===== src/rtl/argmax_stream.sv =====
// Streaming argmax over one score vector per inference: tracks the running max and runner-up
// and reports the winning class, its score and the top-1/top-2 margin.
module argmax_stream #(
    parameter int NUM_CLASSES = 10,
    parameter int DATA_WIDTH  = 16,
    parameter int IDX_WIDTH   = 4,
    parameter bit SIGNED      = 1'b1
) (
    input  logic                  clk,
    input  logic                  rst_n,
    input  logic                  start,
    input  logic                  in_valid,
    output logic                  in_ready,
    input  logic [DATA_WIDTH-1:0] in_data,
    input  logic                  in_last,
    output logic                  out_valid,
    input  logic                  out_ready,
    output logic [IDX_WIDTH-1:0]  out_index,
    output logic [DATA_WIDTH-1:0] out_value,
    output logic [DATA_WIDTH:0]   out_margin,
    output logic                  out_err,
    output logic                  busy
);

    localparam int EXT_W = DATA_WIDTH + 1;
    localparam logic [IDX_WIDTH-1:0]  LAST_IDX = IDX_WIDTH'(NUM_CLASSES - 1);
    localparam logic [DATA_WIDTH-1:0] MIN_VAL  =
        SIGNED ? {1'b1, {(DATA_WIDTH-1){1'b0}}} : {DATA_WIDTH{1'b0}};

    typedef enum logic [1:0] {
        S_IDLE,
        S_ACCUM,
        S_DONE
    } state_t;

    // One extra bit lets both signed and unsigned scores compare as signed values.
    function automatic logic signed [EXT_W-1:0] ext(input logic [DATA_WIDTH-1:0] v);
        ext = SIGNED ? $signed({v[DATA_WIDTH-1], v}) : $signed({1'b0, v});
    endfunction

    function automatic logic gt(input logic [DATA_WIDTH-1:0] a,
                                input logic [DATA_WIDTH-1:0] b);
        gt = ext(a) > ext(b);
    endfunction

    function automatic logic [EXT_W-1:0] margin(input logic [DATA_WIDTH-1:0] hi,
                                                input logic [DATA_WIDTH-1:0] lo);
        logic signed [EXT_W-1:0] diff;
        diff   = ext(hi) - ext(lo);
        margin = diff;
    endfunction

    state_t                  state_q, state_d;
    logic [IDX_WIDTH-1:0]    cnt_q, cnt_d;
    logic                    err_q, err_d;
    logic [DATA_WIDTH-1:0]   max_q, max_d;
    logic [DATA_WIDTH-1:0]   sec_q, sec_d;
    logic [IDX_WIDTH-1:0]    idx_q, idx_d;
    logic [IDX_WIDTH-1:0]    out_idx_q, out_idx_d;
    logic [DATA_WIDTH-1:0]   out_val_q, out_val_d;
    logic [EXT_W-1:0]        out_mar_q, out_mar_d;
    logic                    out_err_q, out_err_d;

    logic beat;
    logic last_beat;

    assign beat      = in_valid && (state_q == S_ACCUM);
    assign last_beat = beat && (cnt_q == LAST_IDX);

    always_comb begin
        state_d   = state_q;
        in_ready  = 1'b0;
        out_valid = 1'b0;
        busy      = 1'b1;
        case (state_q)
            S_IDLE: begin
                busy = 1'b0;
                if (start) begin
                    state_d = S_ACCUM;
                end
            end
            S_ACCUM: begin
                in_ready = 1'b1;
                if (last_beat) begin
                    state_d = S_DONE;
                end
            end
            S_DONE: begin
                out_valid = 1'b1;
                if (out_ready) begin
                    state_d = S_IDLE;
                end
            end
            default: begin
                state_d = S_IDLE;
            end
        endcase
    end

    always_comb begin
        cnt_d     = cnt_q;
        err_d     = err_q;
        max_d     = max_q;
        sec_d     = sec_q;
        idx_d     = idx_q;
        out_idx_d = out_idx_q;
        out_val_d = out_val_q;
        out_mar_d = out_mar_q;
        out_err_d = out_err_q;

        if ((state_q == S_IDLE) && start) begin
            cnt_d = '0;
            err_d = 1'b0;
            max_d = MIN_VAL;
            sec_d = MIN_VAL;
            idx_d = '0;
        end

        if (beat) begin
            cnt_d = cnt_q + 1'b1;
            // in_last must coincide exactly with the final beat; anything else flags the vector.
            err_d = err_q | (in_last != (cnt_q == LAST_IDX));
            if (cnt_q == '0) begin
                max_d = in_data;
                sec_d = MIN_VAL;
                idx_d = '0;
            end else if (gt(in_data, max_q)) begin
                sec_d = max_q;
                max_d = in_data;
                idx_d = cnt_q;
            end else if (gt(in_data, sec_q)) begin
                sec_d = in_data;
            end
        end

        // Result registers load from the post-update trackers so the final beat is included.
        if (last_beat) begin
            out_idx_d = idx_d;
            out_val_d = max_d;
            out_mar_d = margin(max_d, sec_d);
            out_err_d = err_d;
        end
    end

    always_ff @(posedge clk or negedge rst_n) begin
        if (!rst_n) begin
            state_q   <= S_IDLE;
            cnt_q     <= '0;
            err_q     <= 1'b0;
            out_idx_q <= '0;
            out_val_q <= '0;
            out_mar_q <= '0;
            out_err_q <= 1'b0;
        end else begin
            state_q   <= state_d;
            cnt_q     <= cnt_d;
            err_q     <= err_d;
            out_idx_q <= out_idx_d;
            out_val_q <= out_val_d;
            out_mar_q <= out_mar_d;
            out_err_q <= out_err_d;
        end
    end

    // Trackers are always reinitialised by start, so they carry no reset.
    always_ff @(posedge clk) begin
        max_q <= max_d;
        sec_q <= sec_d;
        idx_q <= idx_d;
    end

    assign out_index  = out_idx_q;
    assign out_value  = out_val_q;
    assign out_margin = out_mar_q;
    assign out_err    = out_err_q;

endmodule


===== config.mk =====
export PLATFORM = sky130hd
export DESIGN_NAME = argmax_stream
export DESIGN_NICKNAME = d
export VERILOG_FILES = /design/src/rtl/argmax_stream.sv
export SDC_FILE = /design/constraint.sdc
export NUM_CORES = 1
export LEC_CHECK = 0
export CAP_MARGIN = 25
export CORE_UTILIZATION = 55
export DETAILED_ROUTE_END_ITERATION = 10
export GPL_TIMING_DRIVEN = 0
export PLACE_DENSITY = 0.9
export SLEW_MARGIN = 10
export SYNTH_ARGS = -nofsm -noshare
export SYNTH_HDL_FRONTEND = slang
export SYNTH_SLANG_ARGS = --single-unit

===== constraint.sdc =====
create_clock -name clk -period 6.04 [get_ports clk]
set_input_delay 1.812 -clock clk [delete_from_list [all_inputs] [get_ports clk]]
set_output_delay 1.812 -clock clk [all_outputs]
set_load 0.05 [all_outputs]

==> reports/summary.log <==
qor: final_layout.multi_input_comb_area 3280 um2
qor: final_layout.sequential_cell_area 1850 um2
qor: yosys.post_synth_instance_area 5140 um2
qor: placement.dp_hpwl 11,300 um
qor: critical_path.critical_path.max_fanout 10
qor: hold_path.min_delay_path_depth 2
qor: clocking.cts_root_buf clkbuf_8
qor: final_layout.diodes 0
qor: yosys.yosysSeqAreaShare 36.0%
qor: timing.fin_crit 5.98 ns
qor: clocking.worst_skew_pair.late_latency 0.36 ns
qor: final_layout.post-route-util 73.6%
qor: timing.final.setup_skew 0.00734 ns
qor: die.design.core.area 8890 um2
qor: yosys.synth_top_area_share 21.9%
qor: hold_path.hp-class reg2reg
qor: clocking.cts_tree built
qor: timing.finalSetupViolCount 0
qor: yosys.yosys.cell_types.count 60
qor: die.top_level_ports 63
qor: job.cap_viol_max_count 0
qor: global_route.groute.usage.overall 31.8%
qor: die.fp.dieW 98.6 um
qor: drt.wl_met2 7170 um
qor: critical_path.critical_path.endpoint_type flip-flop
qor: clocking.clk_transition_reported_paths 0.08 ns
qor: critical_path.worst_r2r_startpoint sec_q[15]
qor: placement.pre_cts_ws -1.35 ns
qor: yosys.synth-edff-count 0
qor: die.die_height 98.6 um
qor: die.initial_utilization 57.8%
qor: yosys.synth_commonest_cells 90 x nand2_1, 51 x ha_1, 45 x dfrtp_1, 43 x inv_1, 39 x o21ai_0
qor: timing.layout_setup_ws 0.0551 ns
qor: clocking.clock_sink_count 81
qor: timing.timing.max_slew.rel_slack 45.4%
qor: critical_path.worst_setup_path_type in2reg
qor: timing.fmax 0.167 GHz
qor: drt.dr.first_iter.drc_count 443
qor: placement.buffer_ports.inserted 62
qor: critical_path.arrival 6.22 ns
qor: drt.totalWireLength 15,400 um
qor: die.std_cell_rows 34
qor: critical_path.worstSetupEndpoint out_margin[15]
qor: final_layout.layout_fillers 687
qor: drt.wl_met3 1030 um
qor: critical_path.crit_path_start_kind input port
qor: status.outcome completed
qor: final_layout.layout-drive-gt1-share 13.8%
qor: clocking.number_of_buffers_on_the_longest_clock_path 2
qor: die.floorplan.die_area 9730 um2
qor: drt.drt-wirelength-per-cell 19.3 um
qor: yosys.yosys.area.top_type dfrtp_1
qor: yosys.synth-async-reset-ratio 55.6%
qor: global_route.grt-ovfl-total 0
qor: final_layout.final_nets 757
qor: final_layout.area_growth_syn_to_layout 27.5%
qor: drt.drc 0
qor: global_route.grt_start_max_net_pins 31
qor: timing.timing_worst_slew_pin_value 0.816 ns
qor: drt.top_layer met4
qor: timing.finalMaxSlewViolations 0
qor: critical_path.critical_path.startpoint in_data[15]
qor: critical_path.ff2ff_setup_slack 1.18 ns
qor: timing.finalCritPeriodShare 99.1%
qor: placement.finalWeightedCongestion 0.886
qor: drt.post_drt_antenna_nets 0
qor: yosys.postSynthRegisterBits 81
qor: drt.detailroute.via_count 4,964
qor: yosys.yosysWarningCount 0
qor: critical_path.timing.rr.end out_margin[15]
qor: yosys.syn-num-nets 670
qor: clocking.cts-hold-fix-buffers 0
qor: global_route.grt_pass1_wl 24,100 um
qor: critical_path.timing.reg2reg.worst_path_depth 21
qor: yosys.postSynthAreaPerCell 8.62 um2
qor: yosys.ys.flop_type dfrtp_1
qor: drt.wirelength_met1 6810 um
qor: drt.drtPass1Iterations 5
qor: yosys.syn_inst 596
qor: critical_path.timing.critical_path.required 6.27 ns
qor: yosys.post-synth-top-count-cell nand2_1
qor: yosys.ys_top_cells_by_area dfrtp_1 22%, dfxtp_1 14%, ha_1 12%
qor: drt.detail_route.vias_per_cell 6.24
qor: global_route.antenna_found_initial 0
qor: clocking.cts_max_level 3
qor: global_route.grt_pass1_vias 4,716
qor: clocking.numCtsBuffers 9
qor: timing.finalHoldViolCount 0
-- per-stage QoR --
step / setup TNS [ns] / std cells / hold slack (ns) / cell area (um2)
floorplan: 0 / 596 / 0.450 / 5140
global placement: -7.72 / 766 / 0.462 / 5890
detailed placement: -9.68 / 767 / 0.469 / 5910
CTS: -0.00822 / 785 / 0.483 / 6260
global route: -0.133 / 796 / 0.508 / 6550
finish: 0 / 796 / 0.485 / 6550
-- flip-flops by register name (all words and copies together) (netlist names) --
signal      flops
cnt_q           4
out_margin     17
err_q           1
idx_q           4
state_q         2
max_q          16
out_index       4
out_err         1
sec_q          16
out_value      16
-- what timing repair did --
action                                  CTS  global route
buffers inserted                          2            12
endpoints found under the setup margin   12             6
gates resized for setup                  53            50
pin swaps                                16            21
gates cloned                              0             0
-- cell usage in the layout, fill, tap and decap left out, types with 4 or more instances in the layout --
master / synthesis / layout
dlygate4sd2_1: 0 / 6
dfxtp_1: 36 / 36
clkbuf_1: 22 / 20
clkdlybuf4s50_1: 0 / 45
a31oi_1: 6 / 4
buf_4: 2 / 17
and2_1: 9 / 9
nand2_1: 90 / 90
o21ai_0: 39 / 35
o311ai_1: 6 / 6
o311ai_0: 11 / 11
a21oi_1: 18 / 17
nor2_1: 20 / 20
o2bb2ai_1: 4 / 4
nand3_1: 35 / 34
buf_6: 5 / 8
o311a_1: 14 / 14
o21ai_1: 25 / 27
xnor2_1: 10 / 9
ha_1: 51 / 40
dfrtp_1: 45 / 45
o31ai_1: 18 / 14
nand4_1: 4 / 4
clkbuf_2: 0 / 6
ha_4: 0 / 10
nand2b_1: 5 / 5
a21o_1: 7 / 7
clkbuf_8: 0 / 9
inv_1: 43 / 43
xor2_1: 4 / 4
o21a_1: 19 / 18
-- worst max-delay path: stages --
cell	delay, ns
buf_6	0.12
ha_4	0.27
nand4_1	0.25
nor4_4	0.40
a21boi_2	0.23
a211oi_2	0.08
or2_0	0.24
buf_6	0.15
and2_4	0.17
buf_6	0.15
o311a_1	0.32
o21a_1	0.23
ha_4	0.26
o21a_1	0.21
o31ai_4	0.10
a221oi_4	0.12
nor4_4	0.30
o31ai_2	0.14
o41a_1	0.40
xnor2_1	0.17
o21ai_1	0.08
-- cell type report --
type / count / share of cell area [%]
clock buffers: 11 / 2.33
repair buffers: 77 / 11.0
inverters: 43 / 2.47
clock inverters: 5 / 1.30
plain buffers: 30 / 2.54
well taps: 108 / 2.06
flip-flops and latches: 81 / 28.2
multi-input cells: 441 / 50.1
-- kinds of logic after synthesis --
| family | share of synthesized area, % |
|---|---|
| compound gates | 25.0 |
| xor+xnor | 2.39 |
| fa+ha+maj | 12.8 |
| buf+inv | 6.33 |
| flops | 36.0 |
| mux | 0.804 |
| simple gates | 16.7 |
-- per-layer routing --
| metal | up-vias | global-route usage [%] |
|---|---|---|
| li1 | 2332 | - |
| met1 | 2352 | 43.9 |
| met2 | 240 | 50.4 |
| met3 | 40 | 4.40 |
| met4 | 0 | 12.9 |
| met5 | - | 0 |
-- worst min path at each step --
stage / from / end / slack, ns
finish: sec_q[7] / sec_q[7] / 0.48
floorplan: sec_q[10] / sec_q[10] / 0.45
detailed placement: sec_q[2] / sec_q[2] / 0.47
CTS: sec_q[7] / sec_q[7] / 0.48
global placement: sec_q[8] / sec_q[8] / 0.46
global route: sec_q[9] / sec_q[9] / 0.51
Power is not shown: default switching activity piles up to over one toggle a cycle in this logic, so the estimate is an artifact.
